### src/rtl/dcache_flush_unit.sv
// Data-cache flush walker: visits every set/way, writes back valid+dirty lines,
// invalidates every line, then pulses flush_ack_o once.
module dcache_flush_unit #(
  parameter  int unsigned NR_SETS      = 256,
  parameter  int unsigned NR_WAYS      = 8,
  parameter  int unsigned TAG_WIDTH    = 44,
  parameter  int unsigned OFFSET_WIDTH = 4,
  localparam int unsigned IDX_W        = $clog2(NR_SETS),
  localparam int unsigned WAY_W        = $clog2(NR_WAYS),
  localparam int unsigned ADDR_W       = TAG_WIDTH + IDX_W + OFFSET_WIDTH
) (
  input  logic                 clk_i,
  input  logic                 rst_ni,
  input  logic                 flush_i,
  output logic                 flush_ack_o,
  output logic                 busy_o,
  output logic                 tag_req_o,
  input  logic                 tag_gnt_i,
  output logic [IDX_W-1:0]     tag_idx_o,
  output logic [WAY_W-1:0]     tag_way_o,
  input  logic                 tag_rvalid_i,
  input  logic                 tag_valid_i,
  input  logic                 tag_dirty_i,
  input  logic [TAG_WIDTH-1:0] tag_rdata_i,
  output logic                 wb_req_o,
  input  logic                 wb_gnt_i,
  output logic [ADDR_W-1:0]    wb_addr_o,
  output logic                 inv_o
);

  typedef enum logic [2:0] {
    S_IDLE,
    S_READ_REQ,
    S_READ_WAIT,
    S_WB_REQ,
    S_INV,
    S_DONE
  } state_e;

  state_e               state_q, state_d;
  logic [IDX_W-1:0]     idx_q;
  logic [WAY_W-1:0]     way_q;
  logic [TAG_WIDTH-1:0] tag_q;
  logic                 armed_q;
  logic                 last_way;
  logic                 last_line;

  assign last_way  = (way_q == WAY_W'(NR_WAYS - 1));
  assign last_line = last_way && (idx_q == IDX_W'(NR_SETS - 1));

  // NOTE: sequential state uses non-blocking assignments so every register
  // updates from the same pre-edge values, independent of statement order.
  always_ff @(posedge clk_i or negedge rst_ni) begin
    if (!rst_ni) begin
      state_q <= S_IDLE;
    end else begin
      state_q <= state_d;
    end
  end

  // NOTE: every signal written here gets a default first, so no path through
  // the case statement can leave one unassigned and infer a latch.
  always_comb begin
    state_d     = state_q;
    tag_req_o   = 1'b0;
    wb_req_o    = 1'b0;
    inv_o       = 1'b0;
    flush_ack_o = 1'b0;
    unique case (state_q)
      S_IDLE: begin
        if (flush_i && armed_q) state_d = S_READ_REQ;
      end
      S_READ_REQ: begin
        tag_req_o = 1'b1;
        if (tag_gnt_i) state_d = S_READ_WAIT;
      end
      S_READ_WAIT: begin
        if (tag_rvalid_i) state_d = (tag_valid_i && tag_dirty_i) ? S_WB_REQ : S_INV;
      end
      S_WB_REQ: begin
        wb_req_o = 1'b1;
        if (wb_gnt_i) state_d = S_INV;
      end
      S_INV: begin
        inv_o   = 1'b1;
        state_d = last_line ? S_DONE : S_READ_REQ;
      end
      S_DONE: begin
        flush_ack_o = 1'b1;
        state_d     = S_IDLE;
      end
      default: state_d = S_IDLE;
    endcase
  end

  // Walk counters, latched tag and the re-arm flag. armed_q blocks the trailing
  // high cycle of the registered flush request from restarting a second walk.
  always_ff @(posedge clk_i or negedge rst_ni) begin
    if (!rst_ni) begin
      idx_q   <= '0;
      way_q   <= '0;
      tag_q   <= '0;
      armed_q <= 1'b1;
    end else begin
      unique case (state_q)
        S_IDLE: begin
          if (!flush_i) begin
            armed_q <= 1'b1;
          end else if (armed_q) begin
            idx_q   <= '0;
            way_q   <= '0;
            armed_q <= 1'b0;
          end
        end
        S_READ_WAIT: begin
          if (tag_rvalid_i) tag_q <= tag_rdata_i;
        end
        S_INV: begin
          way_q <= way_q + WAY_W'(1);
          if (last_way) idx_q <= idx_q + IDX_W'(1);
        end
        S_DONE: begin
          idx_q <= '0;
          way_q <= '0;
        end
        default: ;
      endcase
    end
  end

  assign busy_o    = (state_q != S_IDLE);
  assign tag_idx_o = idx_q;
  assign tag_way_o = way_q;
  assign wb_addr_o = {tag_q, idx_q, {OFFSET_WIDTH{1'b0}}};

endmodule
### config.mk
export PLATFORM = sky130hd
export DESIGN_NAME = dcache_flush_unit
export DESIGN_NICKNAME = d
export VERILOG_FILES = /design/src/rtl/dcache_flush_unit.sv
export SDC_FILE = /design/constraint.sdc
export NUM_CORES = 1
export LEC_CHECK = 0
export ABC_AREA = 1
export CAP_MARGIN = 25
export CELL_PAD_IN_SITES_DETAIL_PLACEMENT = 0
export CELL_PAD_IN_SITES_GLOBAL_PLACEMENT = 1
export CORE_UTILIZATION = 30
export CTS_CLUSTER_DIAMETER = 30
export DETAILED_ROUTE_END_ITERATION = 16
export PLACE_DENSITY = 0.78
export SLEW_MARGIN = 0
export SYNTH_ARGS = -nofsm -noshare
export SYNTH_HDL_FRONTEND = slang
export SYNTH_SLANG_ARGS = --single-unit
export TNS_END_PERCENT = 100
### constraint.sdc
create_clock -name clk_i -period 1.45 [get_ports clk_i]
set_clock_uncertainty 0.05 [all_clocks]
set_input_delay 0.2175 -clock clk_i [delete_from_list [all_inputs] [get_ports clk_i]]
set_output_delay 0.2175 -clock clk_i [all_outputs]
set_load 0.02 [all_outputs]
# After elaboration in Yosys (flattened, before gate mapping)
# Index checks and enable logic that the tools add are counted.
# totals
output_inout_bits	72
regBits	59
elab_cells	50
in_bits	52
# op_classes
n_mux	19
n_eq_ne	14
n_reduce_logical	10
n_addsub	2
# op_table
operator	n
3-bit 2-to-1 mux	8
8-bit 2-to-1 mux	3
8-bit one-hot mux with 3 select lines	1
3-bit one-hot mux with 5 select lines	1
2-bit inequality test, second input constant	7
3-bit equality test, second input constant	3
3-bit one-hot mux with 3 select lines	1
8-bit by 1-bit adder with 8-bit output, second input constant	1
8-bit equality test, second input constant	1
4-bit AND reduction	2
3-bit by 2-bit equality test with 1-bit output, second input constant	2
3-bit nonzero test	2
1-bit 2-to-1 mux	5
3-bit by 1-bit adder with 3-bit output, second input constant	1
3-bit by 1-bit equality test with 1-bit output, second input constant	1
1-bit logical AND	3
3-bit logical NOT	1
3-bit AND reduction	1
2-bit AND reduction	1

# Longest topological paths before layout
# Gate-level depths: netlist of run 1.
# logic_depth
ltp_word	4
depth_mapped	9
ltp_nobuf	8

# Worst setup path before layout of run 1
# Ideal clock, no wire load.
# synth_path
path_type	register -> register
from	register way_q[0], in the netlist tag_way_o[0]
to	register idx_q[2], in the netlist tag_idx_o[2]
path_buffers	1
slack_ns	-0.010
required_ns	1.326
arrival_ns	1.336
period_less_slack_ns	1.460
setup_time_ns	0.074
path_stages_with_launch	9
path_cell_list	dfrtp_1 > ha_1 > ha_1 > inv_1 > nand2_1 > nand2_2 > buf_6 > nand2_1 > o21ai_2
# synth_between
elab_chain_cells	3
# synth_rtl
element	line_no	source
from (decl)	42	logic [WAY_W-1:0] way_q;
from (signal assigned)	119	way_q <= way_q + WAY_W'(1);
3-bit equality test	48	assign last_way = (way_q == WAY_W'(NR_WAYS - 1));
2-bit inequality test (no line)	-	
4-bit AND reduction (no line)	-	
to (signal assigned)	120	if (last_way) idx_q <= idx_q + IDX_W'(1);
to (decl)	41	logic [IDX_W-1:0] idx_q;
# No other way between the ends.
# A chain may end at the register's enable or synchronous reset.

# Final worst setup path of run 1
# layout_path
from	register state_q[1]
to	output port busy_o
# layout_between
elab_chain_cells	1
# layout_rtl
element	line_no	source
from (decl)	40	state_e state_q, state_d;
from (signal assigned)	57	state_q <= state_d;
3-bit nonzero test	131	assign busy_o = (state_q != S_IDLE);
to (decl)	16	output logic busy_o,
# No other way between the ends.

==> results of run 1 <==
==> final timing paths <==
path,start,endpoint,slack (ns)
max,state_q[1]$_DFFE_PN0P_,busy_o,-0.14
min,tag_rvalid_i,state_q[1]$_DFFE_PN0P_,0.32
max reg2reg,state_q[1]$_DFFE_PN0P_,tag_q[26]$_DFFE_PN0P_,-0.13
min reg2reg,tag_q[13]$_DFFE_PN0P_,tag_q[13]$_DFFE_PN0P_,0.42
max in group asynchronous,rst_ni,tag_q[24]$_DFFE_PN0P_,0.69
min in group asynchronous,rst_ni,tag_idx_o[6]$_DFFE_PN0P_,0.36
==> sequential cells by signal, indices dropped and copies added, names as in the netlist <==
name,cells
state_q,3
tag_idx_o,8
armed_q,1
tag_way_o,3
tag_q,44
==> what timing repair did <==
item                       CTS  global route
resized for setup           95           105
hold endpoints to repair    58             0
setup endpoints to repair   75            63
hold buffers                 1             0
cloned                       1            11
buffers inserted             3             7
pin swaps                    1            13
==> cells in the mapped netlist, drive strengths merged <==
cell | number | area [um2]
clkbuf | 4 | 15.0
ha | 3 | 37.5
inv | 16 | 60.1
o21ai | 11 | 66.3
dfstp | 1 | 26.3
nor3 | 1 | 5.00
nor2 | 15 | 80.1
a21oi | 2 | 10.0
xor2 | 2 | 17.5
conb | 1 | 3.75
nand3 | 56 | 285
nand3b | 1 | 7.51
a22o | 1 | 8.76
nand2 | 133 | 514
o21bai | 2 | 15.0
dfrtp | 58 | 1450
buf | 24 | 200
==> report_power, final <==
part | switching (mW) | internal (mW) | total (mW)
Combinational | 2.67 | 2.20 | 4.87
Clock | 0.656 | 1.06 | 1.72
Sequential | 0.462 | 2.27 | 2.73
Total | 3.79 | 5.53 | 9.32
==> layout make-up <==
class                      count  share of cell area, %
clock buffer                  12                   3.16
clock inverter                 4                   1.48
inverter                      16                   1.33
multi-input combinational    232                   27.1
sequential                    59                   30.2
tap                          108                   2.76
timing repair buffer         161                   34.0
==> critical path, delay by kind of cell, from the launching register on <==
family                 cells  cell delay [ns]
buffers and inverters      4             0.37
DFF                        1             0.41
and+or+nand+nor            2             0.22
==> routing by layer <==
metal / vias up / routed length [um]
met5: - / 0
met4: 0 / 181
met3: 12 / 674
met2: 99 / 4160
met1: 1275 / 3740
li1: 1336 / -
==> cell families (layout without fill, tap and decap cells) <==
logic type / after synthesis / after routing / synth area share, %
adders and majority gates: 3 / 3 / 1.34
and+or+nand+nor: 206 / 207 / 31.8
DFF: 59 / 59 / 52.7
AOI/OAI and AO/OA: 16 / 16 / 3.57
xor gates and xnor gates: 2 / 2 / 0.625
buffers and inverters: 44 / 193 / 9.82
other: 1 / 4 / 0.134
==> results by group, run 1 <==
Status
  – Status: finished, violations left
  – Failing checks: negative setup slack

Layout
  – Area of the multi-input gates: roughly 0.0013 mm2
  – Layout Utilization: 55.1%
  – Nets: roughly 530
  – Post-route cell area: ~0.005 mm2
  – Register Area: roughly 0.0015 mm2
  – Antenna cells: 0
  – Final std cells w/o fill: 592
  – Commonest cells after routing, fill and taps aside: nand2_1, dlygate4sd2_1, dfrtp_1
  – Area growth, synth to finish: 74.8%
  – Fill count: just over 800
  – Commonest non-fill, non-tap cell in the layout: nand2_1
  – Share of layout cells above drive strength 1: 29.8%

Floorplanning
  – Cell Rows: 34
  – Core Region: 0.00889 mm2
  – Die height: 98.7 um
  – Top Ports: roughly 120
  – Die ar.: between 0.009 and 0.01 mm2
  – Starting density of the core: approximately a third
  – Die Wd: between 90 and 100 um

GRT
  – Vias in the first global route: between 2000 and 3000
  – First-pass GRT wire length: 12000 um
  – Grt peak-use layer: met2
  – Met2 Resource Use GR: 25.8%
  – Number of antenna violations at the first check in global routing: 0
  – Met3 usage: 5.74%
  – Largest net degree at the start of global routing: 60
  – Grt met1 use: 18.7%
  – Remaining Overflow, GRT: 0
  – Total GRT Usage: 15.7%

STA
  – Final Hold Slack: 0.315 ns
  – RSZ-0062 raised after global routing: yes
  – Final setup fails: 53
  – Fin crit share: 110%
  – Fin. max-slew vios: 0
  – Final min period: roughly 1.6 ns
  – Hold Violations, Final: 0
  – Max Freq: 627 MHz
  – Final setup margin: -0.144 ns
  – Final setup TNS: -4.65 ns

Placed design
  – Placer Congestion: 0.802
  – Place WS: -0.145 ns
  – Post-DP HPWL: 4880 um
  – Placed instance area: 0.00412 mm2
  – Number of buffer cells added on primary ports: 119
  – Placed cell count: 553

Clock tree
  – Clock sink total: 59
  – Skew-Pair Late Insertion Delay: between 0.3 and 0.4 ns
  – Clock buffer depth: 2
  – H-tree lvl count: 3
  – CTS tree: yes
  – Clock root buffer master: clkbuf_8
  – Reg clk slew, reported paths: 0.07 ns
  – Num CTS Buffers: 9

Detailed routing
  – Initial DRC Count: 42
  – Drt wl/cell: 14.8 um
  – Via count: 2722
  – WL final: 8750 um
  – Drt pass-1 iters: 4
  – Routed Antenna Nets: 0
  – Vias per std cell: 4.60
  – DRC: 0

Synth
  – Syn. warnings: 0
  – Register area share after synthesis: 52.7%
  – Synth Register Bits: 59
  – Unique masters post-synth: 26
  – Mean Syn Cell Area: roughly 8.5 um2
  – Cell count after synthesis: 331
  – Cell Area, Synth: 0.00280 mm2

Power
  – PD cells: about 1900 mW/mm2
  – Pleak: 2.53 nW
  – Final Total Pwr: 9.32 mW
  – Peak VDD IR: 0.974 mV

Critical path
  – Most common cell on crit path: buf_6
  – CP Cell Sequence: buf_6 > nor2_4 > inv_2 > nor2_1 > inv_1 > buf_6
  – Crit Path Max Fanout: 3
  – CP max stage cell: dfrtp_1
  – Endpoint type of the worst setup path: output port
  – Worst r2r path cells: 9
  – CP startpoint kind: flop
  – CP max stage delay: 0.41 ns
  – Critical Path AT: between 1 and 1.5 ns
  – WP data required: roughly 1.2 ns
  – Crit path kind: reg -> out

Min path
  – Worst hold path type: in -> reg
  – WHS Path Cells: 5

Run
  – Max-cap violation count: 0
Power figures use the tool's default switching activity.
==> run 2, diff against run 1 <==
- PLACE_DENSITY: 0.78 -> 0.89
- REMOVE_ABC_BUFFERS: not set -> 1
==> results by group, run 2 (same netlist as run 1, synthesis figures left out) <==
Status
  – Status: finished, violations left
  – Failing checks: negative setup slack

Power
  – Final Total Pwr: 8.35 mW
  – Peak VDD IR: 0.809 mV
  – Pleak: around 2.4 nW
  – PD cells: between 1500 and 2000 mW/mm2

Floorplanning
  – Die height: 98.7 um
  – Starting density of the core: 31.5%
  – Core Region: a little under 0.009 mm2
  – Die Wd: between 90 and 100 um
  – Cell Rows: 34
  – Top Ports: 124
  – Die ar.: 0.00974 mm2

Clock tree
  – H-tree lvl count: 3
  – Reg clk slew, reported paths: about 0.070 ns
  – Num CTS Buffers: 9
  – Clock root buffer master: clkbuf_8
  – Clock buffer depth: 2
  – Clock sink total: 59
  – Skew-Pair Late Insertion Delay: around 0.33 ns
  – CTS tree: yes

Critical path
  – Most common cell on crit path: inv_1
  – Crit Path Max Fanout: 4
  – Cell family with most CP delay: flip-flops
  – Buf+Inv Stages, Crit Path: 3
  – CP max stage delay: about 0.44 ns
  – Critical Path AT: ~1.3 ns
  – CP startpoint kind: flop
  – CP max stage cell: dfrtp_2
  – Endpoint type of the worst setup path: output port
  – Crit path kind: reg -> out
  – CP Cell Sequence: nor2_4 > inv_1 > nor2_1 > inv_1 > buf_6
  – WP data required: 1.18 ns

GRT
  – Total GRT Usage: ~16%
  – Remaining Overflow, GRT: 0
  – Number of antenna violations at the first check in global routing: 0
  – Vias in the first global route: 2575
  – First-pass GRT wire length: 12000 um
  – Largest net degree at the start of global routing: 60

Detailed routing
  – Drt wl/cell: 13.8 um
  – Vias per std cell: between 4 and 5
  – Drt pass-1 iters: 11
  – Initial DRC Count: 79
  – DRC: 0
  – Via count: ~2700
  – Routed Antenna Nets: 0
  – WL final: 8110 um

Layout
  – Share of layout cells above drive strength 1: between 20% and 30%
  – Post-route cell area: roughly 0.0046 mm2
  – Most flops, register: tag_q
  – Nets: 530
  – Antenna cells: 0
  – Max FFs per register: 44
  – Area growth, synth to finish: 62.7%
  – Commonest non-fill, non-tap cell in the layout: nand2_1
  – Layout Utilization: 51.3%
  – Commonest cells after routing, fill and taps aside: nand2_1, dlygate4sd2_1, dfrtp_1

STA
  – Fin. max-slew vios: 0
  – Final setup fails: 43
  – Final setup margin: -0.0708 ns
  – RSZ-0062 raised after global routing: yes
  – Final min period: 1.52 ns
  – Max Freq: 658 MHz
  – Worst-margin pin slew: 0.645 ns
  – Max_slew headroom: 57.0%
  – Hold Violations, Final: 0
  – Final Hold Slack: 0.383 ns
  – Fin crit share: 105%

Placed design
  – Placed instance area: 0.00411 mm2
  – Post-DP HPWL: just over 5000 um
  – Placer Congestion: ~0.77
  – Number of buffer cells added on primary ports: about 120
  – Place WS: -0.173 ns

Min path
  – Worst hold path type: in -> reg

Run
  – Max-cap violation count: 0
## run 2: cell types whose count changed in the layout (fill, tap and decap cells not counted), moves of 3 or more
cell / before / now
buf_12: 7 / 3
nand2_8: 2 / 5
o21ai_0: 4 / 7
buf_6: 12 / 5
clkbuf_16: 6 / 2
nand2_4: 14 / 4
buf_4: 18 / 25
nand2_2: 41 / 22
nand2_1: 77 / 107
## run 2: per-layer routing
metal	wire length [um]	track usage [%]	vias up
li1	-	-	1332
met1	3570	19.1	1280
met2	3940	26.0	102
met3	560	5.25	4
met4	37	5.17	0
met5	0	0	-
## run 2: per-stage QoR
stage                     instances  setup TNS [ns]
after floorplan                 306           -5.76
after global placement          557          -0.865
after detailed placement        557           -2.31
after CTS                       576          -0.186
after global routing            588           -5.35
final                           588           -1.56
## run 2: cell type report
cell class	instances	area [um2]
fill	877	4330
sequential	59	1480
timing repair buffer	153	1460
multi-input combinational	236	1240
clock buffer	12	155
tap	108	135
inverter	16	60.1
clock inverter	4	25.0
## run 2: where the power goes
group | switching [mW] | leakage, nW | internal [mW] | total (mW)
Combinational | 2.47 | 1.55 | 1.85 | 4.31
Sequential | 0.411 | 0.756 | 2.27 | 2.68
Clock | 0.647 | 0.0884 | 0.707 | 1.35
Total | 3.53 | 2.39 | 4.83 | 8.35
## run 2: path summary, 6_finish.rpt
path / from / end / slack (ns) / cells after the start
max in group asynchronous: rst_ni / armed_q$_DFFE_PN1N_ / 0.68 / 3
worst min register to register: tag_q[41]$_DFFE_PN0P_ / tag_q[41]$_DFFE_PN0P_ / 0.42 / 2
worst max-delay path: state_q[1]$_DFFE_PN0P_ / busy_o / -0.07 / 5
min in group asynchronous: rst_ni / tag_way_o[1]$_DFFE_PN0P_ / 0.39 / 3
worst max register to register: state_q[0]$_DFFE_PN0P_ / tag_q[10]$_DFFE_PN0P_ / -0.06 / 7
worst min-delay path: tag_rdata_i[31] / tag_q[31]$_DFFE_PN0P_ / 0.38 / 3
## run 2: repair_timing
item                                   in CTS  in global routing
endpoints found under the hold margin      58                  0
hold buffers                                1                  0
buffers inserted                            2                  4
pin swaps                                   1                 17
setup endpoints to repair                 119                 58
gates cloned                                0                  8
gates resized for setup                    95                 47
## run 2: worst reg2reg max path, stage by stage (launching register included)
cell and delay, ns:
dfrtp_2 0.43, buf_4 0.16, buf_4 0.15, nor2_8 0.21, buf_8 0.18, clkbuf_16 0.14, nand3_1 0.07, nand2_1 0.08
